### src/rtl/instruction_fetch_unit_pkg.sv
// ---------------------------------------------------------------------------
// instruction_fetch_unit_pkg
//
// Shared definitions for the MIPS32 fetch stage: default reset PC, the NOP
// encoding presented to decode when nothing is buffered, the fetch FSM state
// encodings, the pc_source encodings used by the downstream redirect
// generator, and the layout of one fetch buffer entry.
// ---------------------------------------------------------------------------
package instruction_fetch_unit_pkg;

    localparam logic [31:0] IF_RESET_PC_DEFAULT = 32'h0000_0000;
    localparam logic [31:0] IF_NOP              = 32'h0000_0000;

    // Fetch FSM states
    typedef enum logic [1:0] {
        S_REQ  = 2'd0,
        S_WAIT = 2'd1,
        S_HOLD = 2'd2,
        S_HALT = 2'd3
    } ifState_e;

    // Where the next PC comes from; produced by the redirect generator
    typedef enum logic [1:0] {
        PC_SRC_PLUS4  = 2'd0,
        PC_SRC_BRANCH = 2'd1,
        PC_SRC_JUMP   = 2'd2,
        PC_SRC_JR     = 2'd3
    } pcSource_e;

    // One buffered instruction together with its PC and PC+4
    typedef struct packed {
        logic [31:0] instruction;
        logic [31:0] pc;
        logic [31:0] pcPlus4;
    } fetchEntry_t;

    localparam int FETCH_ENTRY_W = $bits(fetchEntry_t);

    function automatic logic isWordAligned(input logic [31:0] addr);
        return (addr[1:0] == 2'b00);
    endfunction

endpackage

### src/rtl/instruction_fetch_unit_fetch_buffer.sv
// ---------------------------------------------------------------------------
// fetch_buffer
//
// DEPTH-entry synchronous FIFO holding fetched instruction entries.
// DEPTH must be a power of two (2 or 4) so the pointers wrap naturally.
//
// Ports:
//   clk, rst       clock, synchronous active-high reset
//   push_i/data_i  write an entry (also allowed when full if pop_i is set)
//   pop_i          remove the head entry (ignored when empty)
//   flush_i        discard all entries; wins over push_i and pop_i
//   data_o         head entry (undefined when empty_o)
//   full_o/empty_o occupancy flags
//   count_o        number of valid entries
// ---------------------------------------------------------------------------
module fetch_buffer
    import instruction_fetch_unit_pkg::*;
#(
    parameter int DEPTH = 2,
    parameter int WIDTH = FETCH_ENTRY_W
) (
    input  logic                       clk,
    input  logic                       rst,
    input  logic                       push_i,
    input  logic [WIDTH-1:0]           data_i,
    input  logic                       pop_i,
    input  logic                       flush_i,
    output logic [WIDTH-1:0]           data_o,
    output logic                       full_o,
    output logic                       empty_o,
    output logic [$clog2(DEPTH+1)-1:0] count_o
);

    localparam int PTR_W = $clog2(DEPTH);
    localparam int CNT_W = $clog2(DEPTH+1);

    logic [WIDTH-1:0] mem_q [DEPTH];
    logic [PTR_W-1:0] rdPtr_q;
    logic [PTR_W-1:0] wrPtr_q;
    logic [CNT_W-1:0] count_q;
    logic             doPush;
    logic             doPop;

    assign full_o  = (count_q == CNT_W'(DEPTH));
    assign empty_o = (count_q == '0);
    assign count_o = count_q;
    assign data_o  = mem_q[rdPtr_q];

    // A push into a full buffer is only legal when the head leaves in the same cycle
    assign doPop  = pop_i && !empty_o && !flush_i;
    assign doPush = push_i && !flush_i && (!full_o || doPop);

    // Storage array; contents need no reset because count_q gates visibility
    always_ff @(posedge clk) begin
        if (doPush) begin
            mem_q[wrPtr_q] <= data_i;
        end
    end

    // Pointer and occupancy bookkeeping; flush simply rewinds everything
    always_ff @(posedge clk) begin
        if (rst || flush_i) begin
            rdPtr_q <= '0;
            wrPtr_q <= '0;
            count_q <= '0;
        end else begin
            if (doPush) begin
                wrPtr_q <= wrPtr_q + PTR_W'(1);
            end
            if (doPop) begin
                rdPtr_q <= rdPtr_q + PTR_W'(1);
            end
            count_q <= count_q + CNT_W'(doPush) - CNT_W'(doPop);
        end
    end

endmodule

### src/rtl/instruction_fetch_unit.sv
// ---------------------------------------------------------------------------
// instruction_fetch_unit
//
// Fetch stage of the MIPS32 core. Owns the PC, issues one word request at a
// time to instruction memory, buffers returned words in fetch_buffer and hands
// them to control_unit/decode over a valid/ready handshake. Downstream
// redirects flush the buffer and retarget the PC; the response to a request
// that was in flight at redirect time is discarded. A misaligned redirect
// target raises a sticky fetch_fault and halts fetch until rst.
//
// Optional feature (macro FETCH_PERF_CNT_EN): adds perf_stall_cycles and
// perf_flush_count saturating counters and their output ports.
//
// Parameters:
//   RESET_PC   PC loaded on reset (must be word-aligned)
//   BUF_DEPTH  fetch buffer entries, 2 or 4
//
// Ports:
//   clk, rst                  clock, synchronous active-high reset
//   imem_req_valid/addr/ready instruction memory request channel
//   imem_resp_valid/data      instruction memory response channel
//   redirect_valid/target     PC redirect from downstream
//   id_valid/instruction/pc/pc_plus4, id_ready   decode handshake
//   fetch_fault               sticky misaligned-redirect flag
//   perf_stall_cycles         (FETCH_PERF_CNT_EN) cycles without id_valid, not halted
//   perf_flush_count          (FETCH_PERF_CNT_EN) accepted redirects
// ---------------------------------------------------------------------------
module instruction_fetch_unit
    import instruction_fetch_unit_pkg::*;
#(
    parameter logic [31:0] RESET_PC  = IF_RESET_PC_DEFAULT,
    parameter int          BUF_DEPTH = 2
) (
    input  logic        clk,
    input  logic        rst,
    output logic        imem_req_valid,
    output logic [31:0] imem_req_addr,
    input  logic        imem_req_ready,
    input  logic        imem_resp_valid,
    input  logic [31:0] imem_resp_data,
    input  logic        redirect_valid,
    input  logic [31:0] redirect_target,
    output logic        id_valid,
    output logic [31:0] id_instruction,
    output logic [31:0] id_pc,
    output logic [31:0] id_pc_plus4,
    input  logic        id_ready,
    output logic        fetch_fault
`ifdef FETCH_PERF_CNT_EN
    ,
    output logic [31:0] perf_stall_cycles,
    output logic [31:0] perf_flush_count
`endif
);

    localparam int CNT_W = $clog2(BUF_DEPTH+1);

    ifState_e    state_q, state_d;
    logic [31:0] pc_q, pc_d;
    logic [31:0] reqPc_q, reqPc_d;
    logic        outstanding_q, outstanding_d;
    logic        dropPending_q, dropPending_d;
    logic        fault_q, fault_d;

    logic [CNT_W-1:0] bufCount;
    logic             bufFull;
    logic             bufEmpty;
    logic             bufPush;
    logic             bufPop;
    logic             bufFlush;
    fetchEntry_t      pushEntry;
    fetchEntry_t      headEntry;
    logic [CNT_W:0]   inFlight;
    logic [CNT_W:0]   countAfter;
    logic             roomForReq;
    logic             reqAccept;
    logic             respTaken;
    logic             redirectTaken;
    logic             redirectAligned;

    // Handshake and event decode shared by the datapath and the FSM
    assign inFlight        = {1'b0, bufCount} + {{CNT_W{1'b0}}, outstanding_q};
    assign roomForReq      = (inFlight < (CNT_W+1)'(BUF_DEPTH));
    assign imem_req_valid  = (state_q == S_REQ) && roomForReq && !rst;
    assign imem_req_addr   = pc_q;
    assign reqAccept       = imem_req_valid && imem_req_ready;
    assign respTaken       = (state_q == S_WAIT) && outstanding_q && imem_resp_valid;
    // Redirects are ignored once halted; only rst leaves S_HALT
    assign redirectTaken   = redirect_valid && (state_q != S_HALT);
    assign redirectAligned = isWordAligned(redirect_target);

    assign bufFlush  = redirectTaken;
    assign bufPush   = respTaken && !dropPending_q && !redirectTaken;
    assign bufPop    = id_valid && id_ready && !redirectTaken;
    assign pushEntry = '{instruction: imem_resp_data, pc: reqPc_q, pcPlus4: reqPc_q + 32'd4};
    assign countAfter = {1'b0, bufCount} + {{CNT_W{1'b0}}, bufPush} - {{CNT_W{1'b0}}, bufPop};

    fetch_buffer #(
        .DEPTH (BUF_DEPTH),
        .WIDTH (FETCH_ENTRY_W)
    ) u_fetch_buffer (
        .clk     (clk),
        .rst     (rst),
        .push_i  (bufPush),
        .data_i  (pushEntry),
        .pop_i   (bufPop),
        .flush_i (bufFlush),
        .data_o  (headEntry),
        .full_o  (bufFull),
        .empty_o (bufEmpty),
        .count_o (bufCount)
    );

    // Decode sees the head entry directly; an empty buffer shows a NOP at PC 0
    assign id_valid       = !bufEmpty;
    assign id_instruction = id_valid ? headEntry.instruction : IF_NOP;
    assign id_pc          = id_valid ? headEntry.pc          : 32'h0;
    assign id_pc_plus4    = id_valid ? headEntry.pcPlus4     : 32'h0;
    assign fetch_fault    = fault_q;

    // Next-state logic. A redirect overrides everything else; if a request
    // is still in flight afterwards we park in S_WAIT with dropPending set so
    // the stale word is swallowed before the first request to the new target.
    always_comb begin
        state_d       = state_q;
        pc_d          = pc_q;
        reqPc_d       = reqPc_q;
        outstanding_d = outstanding_q;
        dropPending_d = dropPending_q;
        fault_d       = fault_q;

        if (redirectTaken) begin
            if (redirectAligned) begin
                pc_d = redirect_target;
                if (reqAccept || (outstanding_q && !respTaken)) begin
                    outstanding_d = 1'b1;
                    dropPending_d = 1'b1;
                    state_d       = S_WAIT;
                end else begin
                    outstanding_d = 1'b0;
                    dropPending_d = 1'b0;
                    state_d       = S_REQ;
                end
            end else begin
                fault_d       = 1'b1;
                outstanding_d = 1'b0;
                dropPending_d = 1'b0;
                state_d       = S_HALT;
            end
        end else begin
            case (state_q)
                S_REQ: begin
                    if (reqAccept) begin
                        reqPc_d       = pc_q;
                        pc_d          = pc_q + 32'd4;
                        outstanding_d = 1'b1;
                        state_d       = S_WAIT;
                    end else if (bufFull) begin
                        state_d = S_HOLD;
                    end
                end
                S_WAIT: begin
                    if (respTaken) begin
                        outstanding_d = 1'b0;
                        dropPending_d = 1'b0;
                        state_d       = (countAfter >= (CNT_W+1)'(BUF_DEPTH)) ? S_HOLD : S_REQ;
                    end
                end
                S_HOLD: begin
                    if (roomForReq) begin
                        state_d = S_REQ;
                    end
                end
                S_HALT: begin
                    state_d = S_HALT;
                end
                default: begin
                    state_d = S_HALT;
                end
            endcase
        end
    end

    // State registers with synchronous reset
    always_ff @(posedge clk) begin
        if (rst) begin
            state_q       <= S_REQ;
            pc_q          <= RESET_PC;
            reqPc_q       <= RESET_PC;
            outstanding_q <= 1'b0;
            dropPending_q <= 1'b0;
            fault_q       <= 1'b0;
        end else begin
            state_q       <= state_d;
            pc_q          <= pc_d;
            reqPc_q       <= reqPc_d;
            outstanding_q <= outstanding_d;
            dropPending_q <= dropPending_d;
            fault_q       <= fault_d;
        end
    end

`ifdef FETCH_PERF_CNT_EN
    logic [31:0] stallCnt_q;
    logic [31:0] flushCnt_q;

    // Saturating performance counters
    always_ff @(posedge clk) begin
        if (rst) begin
            stallCnt_q <= 32'h0;
            flushCnt_q <= 32'h0;
        end else begin
            if (!id_valid && (state_q != S_HALT) && (stallCnt_q != 32'hFFFF_FFFF)) begin
                stallCnt_q <= stallCnt_q + 32'd1;
            end
            if (redirectTaken && (flushCnt_q != 32'hFFFF_FFFF)) begin
                flushCnt_q <= flushCnt_q + 32'd1;
            end
        end
    end

    assign perf_stall_cycles = stallCnt_q;
    assign perf_flush_count  = flushCnt_q;
`endif

endmodule
### config.mk
export PLATFORM = sky130hd
export DESIGN_NAME = instruction_fetch_unit
export DESIGN_NICKNAME = d
export VERILOG_FILES = /design/src/rtl/instruction_fetch_unit_pkg.sv /design/src/rtl/instruction_fetch_unit_fetch_buffer.sv /design/src/rtl/instruction_fetch_unit.sv
export SDC_FILE = /design/constraint.sdc
export NUM_CORES = 1
export LEC_CHECK = 0
export ABC_AREA = 1
export CAP_MARGIN = 0
export CORE_MARGIN = 2
export CORE_UTILIZATION = 40
export CTS_BUF_LIST = sky130_fd_sc_hd__clkbuf_8
export DETAILED_ROUTE_END_ITERATION = 8
export GPL_ROUTABILITY_DRIVEN = 0
export HOLD_SLACK_MARGIN = 0.08
export PLACE_DENSITY = 0.68
export SLEW_MARGIN = 5
export SYNTH_ARGS = -nofsm -noshare
export SYNTH_HDL_FRONTEND = slang
export SYNTH_SLANG_ARGS = --single-unit
### constraint.sdc
create_clock -name clk -period 10.62 [get_ports clk]
set_input_delay 1.062 -clock clk [delete_from_list [all_inputs] [get_ports clk]]
set_output_delay 1.062 -clock clk [all_outputs]
set_load 0.02 [all_outputs]
---- Yosys cells after proc, flatten, opt, wreduce, memory -nomap -nowiden ----
Memory sizes are Yosys's and may differ from the RTL's. A register that Yosys moved wholly into a read port is not among the register bits.
Index checks and enable logic that the tools add are counted.
operators by class
  add/sub/neg operators ................... 9
  magnitude comparators ................... 2
  muxes and demuxes ....................... 28
  equal/unequal tests ..................... 10
  reduce and logical (&&, ||, !) cells .... 38
  bitwise operators ....................... 2
operators with widths
  cell                                                        number
  two-way mux 32 bit                                          7
  adder 32 x 3 -> 32 bit, second input constant               2
  logical AND 1 bit                                           15
  two-way mux 2 bit                                           7
  two-way mux 1 bit                                           12
  AND reduction 3 bit                                         4
  != test 3 x 2 -> 1 bit, second input constant               3
  case mux 2 bit (4 select lines)                             1
  nonzero test 2 bit                                          4
  adder 2 x 1 -> 3 bit                                        2
  equality test 2 bit, second input constant                  3
  logical NOT 1 bit                                           6
  logical NOT 2 bit                                           3
  != test 2 bit, second input constant                        2
  != test 4 x 2 -> 1 bit, second input constant               1
  AND reduction 2 bit                                         2
  >= comparator 3 x 2 -> 1 bit, second input constant         1
  logical OR 1 bit                                            3
  less-than comparator 3 x 2 -> 1 bit, second input constant  1
  nonzero test 3 bit                                          1
  subtractor 3 x 1 -> 3 bit                                   1
  adder 1 bit, second input constant                          2
  adder 2 x 1 -> 2 bit                                        1
  equality test 2 x 1 -> 1 bit, second input constant         1
  3 further kinds                                             4
word-level totals
  input port bits ......................... 70
  memories kept ........................... 1
  word-level logic and storage cells ...... 99
  output and inout port bits .............. 131
  flip-flop bits (word level) ............. 73
  memory bits (writable) .................. 192
memories
  name                  words  width  rd ports  clocked after Yosys merged registers in  wr ports  line                                       text
  u_fetch_buffer.mem_q  2      96     1         1                                        1         instruction_fetch_unit_fetch_buffer.sv:37  logic [WIDTH-1:0] mem_q [DEPTH];

---- Longest topological paths before layout ----
Gate-level depths: netlist of run 1.
  depth in word-level cells ............... 12
  mapped depth ............................ 16
  depth with buffers taken out ............ 14

---- By module ----
From an unflattened synthesis of run 1, not the netlist that was laid out.
second synthesis, totals
  cells, all modules ...................... 1284
  area total of the unflattened synthesis .. 12624.6 sq um
modules (own cells, without submodules)
  module                  area each (sq um)  cells an instance  times used  sequential area each (sq um)
  fetch_buffer            7402.1             346                1           5865.6
  instruction_fetch_unit  5222.5             938                1           1381.3

---- Worst setup path before layout of run 1 ----
OpenSTA, ideal clock, no wires.
  path type ............................... input port to flip-flop
  start point ............................. in imem_resp_valid
  end point ............................... mem u_fetch_buffer.mem_q[1][10] (netlist bit), enable pin
  setup time .............................. 547 ps
  data required time ...................... 10073 ps
  path slack .............................. 4582 ps
  arrival time ............................ 5491 ps
  buffers on the path ..................... 0
  stages .................................. 6
  path through ............................ nand2_1 -> nor3_2 -> nand2_1 -> nor2_1 -> nand2_1 -> nor2_1
between the ends
  cells in the longest elaborated chain, start to end .. 7
ends and longest elaborated chain
  what                                     line                                       text
  start: declaration                       instruction_fetch_unit.sv:39               input logic imem_resp_valid,
  logical AND 1 bit                        instruction_fetch_unit.sv:87               assign respTaken = (state_q == S_WAIT) && outstanding_q && imem_resp_valid;
  logical AND 1 bit (2 in series)          instruction_fetch_unit.sv:93               assign bufPush = respTaken && !dropPending_q && !redirectTaken;
  logical AND 1 bit (2 in series)          instruction_fetch_unit_fetch_buffer.sv:51  assign doPush = push_i && !flush_i && (!full_o || doPop);
  two-way mux 1 bit                        instruction_fetch_unit_fetch_buffer.sv:55  if (doPush) begin
  two-way mux 1 bit (not written as such)  instruction_fetch_unit_fetch_buffer.sv:56  mem_q[wrPtr_q] <= data_i;
  end: declaration                         instruction_fetch_unit_fetch_buffer.sv:37
No other way between the ends.

---- Worst setup path in the final report of run 1 ----
  start point ............................. in redirect_valid
  end point ............................... mem u_fetch_buffer.mem_q[1][61] (netlist bit), enable pin
between the ends
  cells in the longest elaborated chain, start to end .. 9
  elaborated cells between the ends (all ways) .. 11
  classes of those cells .................. mux (2); reduce/logical (9)
ends and longest elaborated chain
  what                                       line                                                                     text
  start: declaration                         instruction_fetch_unit.sv:41                                             input logic redirect_valid,
  logical AND 1 bit *                        instruction_fetch_unit.sv:89                                             assign redirectTaken = redirect_valid && (state_q != S_HALT);
  logical NOT 1 bit *                        instruction_fetch_unit_fetch_buffer.sv:50, instruction_fetch_unit.sv:94
  logical AND 1 bit                          instruction_fetch_unit.sv:94                                             assign bufPop = id_valid && id_ready && !redirectTaken;
  logical AND 1 bit                          instruction_fetch_unit_fetch_buffer.sv:50                                assign doPop = pop_i && !empty_o && !flush_i;
  logical AND 1 bit *                        instruction_fetch_unit_fetch_buffer.sv:50
  via u_fetch_buffer.doPop                   instruction_fetch_unit_fetch_buffer.sv:42                                logic doPop;
  logical OR 1 bit *                         instruction_fetch_unit_fetch_buffer.sv:51
  logical AND 1 bit *                        instruction_fetch_unit_fetch_buffer.sv:51
  two-way mux 1 bit *                        instruction_fetch_unit_fetch_buffer.sv:55
  two-way mux 1 bit (not written as such) *  instruction_fetch_unit_fetch_buffer.sv:56
The timed path passes the listed nets; every way through them passes the cells marked *.

==> results of run 1 <==
cell type report:
cell class	instances	area (um2)
clock inverter	28	175
tap	384	480
multi-input combinational	851	3910
fill	2519	14000
clock buffer	46	633
timing repair buffer	206	2050
sequential	262	7130
inverter	71	268
layout by cell type, fill, tap and decap left out, types with 2 or more instances in the layout:
cell type,count
xor2_1,27
nand2_2,4
nand3_1,45
inv_2,6
nor3_1,13
xnor2_1,4
edfxtp_1,188
clkbuf_8,46
nor2_4,4
and2_1,2
nor2_1,109
clkinv_2,12
or2_1,2
o21ai_1,5
o21bai_1,2
o21a_1,2
dfxtp_1,73
a31oi_1,4
nand4_1,11
nor2b_1,2
inv_1,70
ha_1,5
nor4_1,2
buf_4,6
o21ai_0,52
nor2_2,4
clkdlybuf4s50_1,200
bufinv_16,2
clkinv_1,8
a21oi_1,159
nand2_1,385
nor3_2,2
worst register-to-register path, stage by stage (launching register included):
cell,delay [ns]
dfxtp_1,0.45
nand2_1,0.12
nand2_2,0.69
inv_2,0.44
nor3_2,0.27
inv_2,0.06
nand2_1,0.06
nand2_1,0.12
nor2_4,0.82
buf_4,0.75
Yosys cell counts, drive strengths merged, types with 3 or more instances:
| master | instances | area share (%) |
|---|---|---|
| nand2 | 389 | 13 |
| edfxtp | 188 | 49 |
| a21oi | 159 | 6.9 |
| nor2 | 117 | 4.0 |
| dfxtp | 74 | 13 |
| inv | 71 | 2.3 |
| o21ai | 57 | 2.5 |
| nand3 | 46 | 2.0 |
| clkbuf | 34 | 1.1 |
| xor2 | 27 | 2.0 |
| buf | 26 | 1.3 |
| nor3 | 15 | 0.74 |
| nand4 | 12 | 0.70 |
| ha | 5 | 0.54 |
| a31oi | 4 | 0.22 |
| xnor2 | 4 | 0.30 |
| or2 | 3 | 0.16 |
power groups by stage:
| stage | combinational [uW] | sequential, uW | clock (uW) |
|---|---|---|---|
| final | 140 | 1140 | 839 |
| after global routing | 154 | 1140 | 907 |
| after CTS | 140 | 1140 | 857 |
| after detailed placement | 139 | 1160 | 0 |
| after global placement | 136 | 1160 | 0 |
| after floorplan | 71.1 | 1160 | 0 |
logic make-up (layout without fill, tap and decap cells):
family	after synthesis	after routing
fa+ha+maj	6	6
compound gates	225	225
simple gates	589	589
flops	262	262
xor+xnor	31	31
buf+inv	131	351
worst max path at each step:
stage                               start                           to  cells past startpoint
after detailed placement   redirect_valid  u_fetch_buffer.mem_q[1][56]                      9
after global routing       redirect_valid  u_fetch_buffer.mem_q[1][61]                      9
after global placement     redirect_valid  u_fetch_buffer.mem_q[1][56]                      9
after floorplan           imem_resp_valid  u_fetch_buffer.mem_q[1][10]                      6
after CTS                  redirect_valid  u_fetch_buffer.mem_q[1][56]                      9
final                      redirect_valid  u_fetch_buffer.mem_q[1][61]                      9
registers in the layout, summed over array words and instances (netlist names), 2 cells and up, named ones only:
name / cells
u_fetch_buffer.mem_q: 188
state_q: 2
imem_req_addr: 32
reqPc_q: 32
u_fetch_buffer.count_o: 2
metrics by stage:
stage	cells	power [uW]	setup WS, ns	hold WS, ns
6_report	1848	2120	6.02	0.481
5_1_grt	1848	2200	5.62	0.501
4_1_cts	1848	2130	5.92	0.487
3_5_place_dp	1774	1300	5.34	0.464
3_3_place_gp	1774	1290	5.37	0.457
2_1_floorplan	1244	1230	4.58	0.426
routing by layer:
layer | track usage, % | vias to the layer above | routed length (um)
li1 | - | 4560 | -
met1 | 26.7 | 4263 | 13200
met2 | 29.5 | 402 | 13000
met3 | 3.96 | 55 | 2270
met4 | 5.78 | 0 | 607
met5 | 0 | - | 0
==> results.cfg, run 1 <==
[synthesis]
synth_top_family_by_area = simple AND/OR/NAND/NOR gates
syn_area_um2 = 11600
yosysSeqAreaShare_pct = 61.6
syn-num-nets = 1320
ys_ff_latch = 262
synth_xor_area_share_pct = 2.35
netlist_instances = 1244
avgSynthCellArea_um2 = 9.30
synth_compound_area_share_pct = 9.87
synthAdderAreaFrac_pct = 0.714
synthArstFlopShare_pct = 0
ys_warn_count = 0
yosys.area_share.simple_pct = 20.7
synth.distinct_cells = 37
ys.flop_type = edfxtp_1
muxShareOfSynthArea_pct = 0
synth_edf_count = 188

[placed_design]
place_area_um2 = 13800
hpwl_mm = 19.1
io_buffers = 200

[setup_path]
path_delay_family = simple AND/OR/NAND/NOR gates
rr_worst_depth = 9
crit_path_end_kind = flip-flop
critPathBufInv = 4
rrSetupSlack_ns = 6.41
worstPathArrival_ns = 4.76
cp_slowest_cell = nor2_4
worstPathRequired_ns = 10.78
reg2reg_to = u_fetch_buffer.mem_q[1][61]
timing.rr.start = state_q[1]
cpPeakStageDelay_ns = 0.82
worst_setup_path_start_kind = input port
crit_fanout = 59
crit_chain = clkdlybuf4s50_1, nand2_2, inv_2, nor3_2, inv_2, nand2_1, nand2_1, nor2_4, buf_4
critPathKind = in2reg

[route]
num_vias = 9280
drt-initial-drc-count = 817
wire_per_inst_um = 15.7
routed_via_density = 5.02
ant_nets = 0
drc = 0
drt_pre_antenna_iters = 5
routed_wl_mm = 29.1

[flow_run]
maxCapViolations = 0

[pwr]
p_leak_uw = 0.00512
p_int_uw = 1620
p_per_area_nw_per_um2 = 144
ir_drop_v = 0.0000813
power.share.sequential_pct = 53.7
switching_share_pct = 23.3
p_clk_share_pct = 39.7
power.switching_uw = 494
power_frac_comb_pct = 6.6

[floorplanning]
die-area_um2 = 30300
num_io_pins = 201
die_y_um = 174
die_w_um = 174
start_util_pct = 40.4
core_area_um2 = 28600
num_rows = 62

[grt]
grt_pass1_vias = 8956
grt_max_degree = 97
grt_pass1_wl_mm = 45.9
antenna_found_initial = 0
overflow = 0
grt_usage_pct = 19.0

[sta]
rsz0062_at_grt = no
report.final.slew_viol_count = 0
max_freq_mhz = 217
hold_violations = 0
period_share_pct = 43.3
max_slew.worst_pin.slew_ns = 1.13
setup_tns_ns = 0
setup_viol = 0
finalCriticalPeriod_ns = 4.60
clock_skew_ns = 0.0221
slew_headroom_pct = 24.6

[finish]
nets = 1511
utilization_pct = 51.2
area_delta_synth_final_pct = 26.6
drive_gt1_share_pct = 6.22
fin_area_um2 = 14600
diodes = 0

[worst_hold_path]
hp-start = fetch_fault
whs_path_depth = 2
min_path_type = reg2reg
hold_end = fetch_fault

[clock_network]
cts_sinks = 262
cts_buffers = 43
cts_htree_levels = 2
cts-root-buf = clkbuf_8
cts_tree = yes
path_clk_slew_ns = 0.06
cts-hold-fix-buffers = 0
clock_latency_ns = 0.55
post-cts-setup-buffers = 0
ctsResizeCount = 0
clk_path_buf_depth = 3

[run_status]
status = completed
No activity file was read; power rests on OpenSTA's default activity.
==> run 2, diff against run 1 <==
--- a/config.mk
+++ b/config.mk
@@ -13,7 +13,7 @@
 export DETAILED_ROUTE_END_ITERATION = 8
 export GPL_ROUTABILITY_DRIVEN = 0
 export HOLD_SLACK_MARGIN = 0.08
-export PLACE_DENSITY = 0.68
+export PLACE_DENSITY = 0.71
 export SLEW_MARGIN = 5
 export SYNTH_ARGS = -nofsm -noshare
 export SYNTH_HDL_FRONTEND = slang
==> constraint.sdc (replaced) <==
create_clock -name clk -period 3.7 [get_ports clk]
set_input_delay 0.37 -clock clk [delete_from_list [all_inputs] [get_ports clk]]
set_output_delay 0.37 -clock clk [all_outputs]
set_load 0.02 [all_outputs]
==> run 2 against run 1 <==
  * Final cell count up 0.76%
  * Register-to-register slack worse by 5.2 ns
  * Worst setup slack worse by 5.5 ns
  * Critical endpoint is now id_pc[14]
  * Largest cell class unchanged
  * Clock power rose to 2.8 times the previous value
  * Via count up 0.22%
  * Critical path depth down 5
  * Utilization up 0.47 points
  * Largest power group unchanged
  * Wire length up 1.1%
==> results.cfg, run 2 (synthesis results as in run 1) <==
[clock_network]
cts_htree_levels = 2
post-cts-setup-buffers = 0
cts_tree = yes
clk_path_buf_depth = 3
cts_buffers = 43
path_clk_slew_ns = 0.06
cts-root-buf = clkbuf_8
cts_sinks = 262
cts-hold-fix-buffers = 0
clock_latency_ns = 0.55
ctsResizeCount = 0

[setup_path]
rrSetupSlack_ns = 1.25
worstPathRequired_ns = 3.33
critPathKind = reg2out
cpPeakStageDelay_ns = 0.71
crit_fanout = 94
crit_path_end_kind = output port
crit_chain = buf_4, nand2_1, a21oi_1, clkdlybuf4s50_1
cp_slowest_cell = buf_4
worstPathArrival_ns = 2.77
worst_setup_path_start_kind = flip-flop

[sta]
clock_skew_ns = 0.0174
hold_violations = 0
setup_tns_ns = 0
finalCriticalPeriod_ns = 3.14
max_slew.worst_pin.slew_ns = 1.04
rsz0062_at_grt = no
fin_hold_ws_ns = 0.401
setup_viol = 0
max_freq_mhz = 319
slew_headroom_pct = 30.5
period_share_pct = 84.8
report.final.slew_viol_count = 0

[floorplanning]
num_rows = 62
num_io_pins = 201
die_w_um = 174
die_y_um = 174
start_util_pct = 40.4
die-area_um2 = 30300
core_area_um2 = 28600

[placed_design]
hpwl_mm = 19.9
io_buffers = 200

[finish]
final_common_cell = nand2_1
diodes = 0
area_delta_synth_final_pct = 27.7
nets = 1520
drive_gt1_share_pct = 6.77
largest_reg_flops = 188
final_cell_mix = nand2_1 (385), clkdlybuf4s50_1 (200), edfxtp_1 (188), a21oi_1 (159), nor2_1 (109)
top_register = u_fetch_buffer.mem_q

[grt]
grt_pass1_vias = 8932
overflow = 0
grt_pass1_wl_mm = 46.5
met2_usage_pct = 29.6
grt_usage_pct = 19.1
busiest_layer = met2
grt_max_degree = 95
grtUsageMet3_pct = 3.89
antenna_found_initial = 0
grt_util_met1_pct = 27.3

[route]
routed_via_density = 4.99
drt-initial-drc-count = 890
drc = 0
ant_nets = 0
routed_wl_mm = 29.4
wire_per_inst_um = 15.8
drt_pre_antenna_iters = 5
num_vias = 9300

[flow_run]
maxCapViolations = 0

[worst_hold_path]
min_path_type = in2reg

[run_status]
status = completed

[pwr]
ir_drop_v = 0.000226
p_leak_uw = 0.00520
p_per_area_nw_per_um2 = 409
-- run 2: changes by cell type in the layout (fill, tap and decap cells not counted), sizes merged --
cell / delta
buf: +9
bufinv: -2
clkbuf: +5
clkinv: -6
clkinvlp: +1
inv: +7
-- run 2: cell type report --
class / count / area (um2)
Fill cell: 2562 / 13800
Sequential cell: 262 / 7130
Tap cell: 384 / 480
Multi-Input combinational cell: 851 / 3910
Clock inverter: 28 / 125
Inverter: 71 / 268
Timing Repair Buffer: 215 / 2160
Clock buffer: 51 / 702
-- run 2: worst paths after layout --
| check | startpoint | to | cells after the start |
|---|---|---|---|
| min reg2reg | u_fetch_buffer.wrPtr_q | u_fetch_buffer.wrPtr_q | 2 |
| min | imem_resp_data[27] | u_fetch_buffer.mem_q[0][91] | 1 |
| max reg2reg | state_q[1] | state_q[1] | 14 |
| max | flip-flop | id_pc[14] | 4 |
-- run 2: power breakdown --
| part | total, uW | switching [uW] | internal [uW] |
|---|---|---|---|
| logic | 408 | 225 | 183 |
| clock network | 2380 | 1120 | 1260 |
| registers | 3260 | 76.5 | 3190 |
| total | 6050 | 1420 | 4630 |
-- run 2: per-stage QoR --
stage                     power, uW  area (um2)  utilization, %  setup WS [ns]  instances
final                          6050       14800            51.6          0.563       1862
after global placement         3720       14000            48.7           1.12       1783
after global routing           6290       14800            51.6          0.286       1862
after detailed placement       3730       14000            48.7           1.07       1783
after CTS                      6110       14800            51.6          0.508       1862
after floorplan                3530       11600               -          0.269       1244
-- run 2: worst max-delay path, delay by kind of cell, from the launching register on --
kind | cells | cell delay [ns]
DFF | 1 | 0.33
and+or+nand+nor | 1 | 0.11
buffers and inverters | 2 | 1.38
AOI/OAI and AO/OA | 1 | 0.30
-- run 2: metal layers --
layer  share of wire [%]  vias to the layer above
met5                   0                        -
met4                 1.9                        0
met3                 8.2                       44
met2                  44                      402
met1                  46                     4275
li1                    -                     4579
==> run 3, diff against run 2 <==
--- a/config.mk
+++ b/config.mk
@@ -13,7 +13,7 @@
 export DETAILED_ROUTE_END_ITERATION = 8
 export GPL_ROUTABILITY_DRIVEN = 0
 export HOLD_SLACK_MARGIN = 0.08
-export PLACE_DENSITY = 0.71
+export PLACE_DENSITY = 0.68
 export SLEW_MARGIN = 5
 export SYNTH_ARGS = -nofsm -noshare
 export SYNTH_HDL_FRONTEND = slang
==> constraint.sdc (replaced) <==
create_clock -name clk -period 2.9 [get_ports clk]
set_input_delay 0.29 -clock clk [delete_from_list [all_inputs] [get_ports clk]]
set_output_delay 0.29 -clock clk [all_outputs]
set_load 0.02 [all_outputs]
==> run 3 against run 2 <==
  * Total power grew 27%
  * Utilization grew 0.30 points
  * Non-clock buffer count grew 3
  * Critical path depth grew 1
  * Global-route usage shrank 0.31 points
  * Final cell count grew 0.32%
  * Hold slack lost 0.079 ns
  * Register-to-register slack lost 0.66 ns
  * Combinational power grew 28%
  * Largest power group unchanged
==> results.cfg, run 3 (synthesis results as in run 1) <==
[setup_path]
crit_path_end_kind = output port
critPathKind = reg2out
crit_fanout = 74
worstPathArrival_ns = 2.47
worst_setup_path_start_kind = flip-flop
rr_worst_depth = 11
worstPathRequired_ns = 2.61

[clock_network]
path_clk_slew_ns = 0.06
cts_tree = yes
clk_path_buf_depth = 3
cts-root-buf = clkbuf_8
cts_buffers = 44
cts-hold-fix-buffers = 0
cts_htree_levels = 2
clock_latency_ns = 0.55
cts_sinks = 262

[route]
routed_wl_mm = 29.2
drt-initial-drc-count = 753
drc = 0
num_vias = 9288
wire_per_inst_um = 15.6
routed_via_density = 4.97
ant_nets = 0
drt_pre_antenna_iters = 5

[sta]
max_slew.worst_pin.slew_ns = 0.566
clock_skew_ns = 0.0176
setup_viol = 0
finalCriticalPeriod_ns = 2.76
report.final.slew_viol_count = 0
max_freq_mhz = 362
slew_headroom_pct = 62.3
period_share_pct = 95.2
setup_tns_ns = 0
rsz0062_at_grt = no
hold_violations = 0

[floorplanning]
core_area_um2 = 28600
num_rows = 62
num_io_pins = 201
die_y_um = 174
start_util_pct = 40.4
die_w_um = 174
die-area_um2 = 30300

[grt]
overflow = 0
antenna_found_initial = 0
grt_usage_pct = 18.8
grt_pass1_wl_mm = 46.1
grt_max_degree = 96
grt_pass1_vias = 8888

[finish]
largest_reg_flops = 188
top_register = u_fetch_buffer.mem_q
final_common_cell = nand2_1
nets = 1524
fin_area_um2 = 14900
drive_gt1_share_pct = 6.54
diodes = 0
utilization_pct = 51.9
area_delta_synth_final_pct = 28.5
final_cell_mix = nand2_1 (385), clkdlybuf4s50_1 (199), edfxtp_1 (188), a21oi_1 (159), nor2_1 (109)
fillers = 2487

[run_status]
status = completed

[pwr]
p_leak_uw = 0.00529
p_per_area_nw_per_um2 = 519
p_total_uw = 7710
ir_drop_v = 0.000230

[worst_hold_path]
min_path_type = in2reg
whs_path_depth = 1

[placed_design]
hpwl_mm = 19.5
io_buffers = 200
place_area_um2 = 14000

[flow_run]
maxCapViolations = 0
## run 3: cell count changes in the layout (fill, tap and decap cells not counted), sizes merged
cell,previous run,this run
bufinv,0,1
dlymetal6s2s,0,1
clkinv,14,7
inv,83,96
buf,15,17
clkdlybuf4s50,200,199
clkbuf,51,48
## run 3: final cells by class
type                       instances  area [um2]  area share (%)
sequential                       262        7130            48.0
multi-input combinational        851        3910            26.3
timing repair buffer             218        2250            15.1
clock buffer                      47         647            4.35
tap                              384         480            3.23
inverter                          71         270            1.82
clock inverter                    35         178            1.20
## run 3: what timing repair did
item / CTS / global route
resized for setup: 0 / 3
endpoints found under the setup margin: 0 / 1
setup buffers: 0 / 0
## run 3: final timing paths
check | slack [ns] | from | to
setup / recovery | 0.14 | flip-flop | id_pc_plus4[15]
hold / removal | 0.32 | imem_resp_data[8] | u_fetch_buffer.mem_q[1][72]
setup reg to reg | 0.59 | state_q[1] | u_fetch_buffer.mem_q[0][60]
hold reg to reg | 0.46 | reqPc_q[1] | u_fetch_buffer.mem_q[0][33]
## run 3: through the flow
| stage | std cells | hold slack [ns] | worst slack, ns |
|---|---|---|---|
| final | 1868 | 0.322 | 0.138 |
| after detailed placement | 1785 | 0.443 | 0.330 |
| after global routing | 1868 | 0.291 | 0.0428 |
| after global placement | 1785 | 0.443 | 0.388 |
| after floorplan | 1244 | 0.389 | 0.00516 |
| after CTS | 1867 | 0.281 | 0.0680 |
## run 3: critical path: stages, from the launching register on
cell and delay (ns):
dfxtp_4 0.45, inv_2 0.14, buf_16 0.30, nand2_1 0.08, a21oi_1 0.28, clkdlybuf4s50_1 0.66
## run 3: routing by layer
layer | global-route usage [%] | share of wire, % | up-vias
met5 | 0 | 0 | -
met4 | 5.15 | 2.1 | 0
met3 | 3.85 | 8.3 | 57
met2 | 28.7 | 45 | 399
met1 | 27.2 | 45 | 4238
li1 | - | - | 4594
## run 3: report_power, final
part | leakage, uW | switching, uW | internal, uW
clock network | 0.000509 | 1430 | 1590
registers | 0.00231 | 96.0 | 4070
logic | 0.00247 | 286 | 235
total | 0.00529 | 1810 | 5900
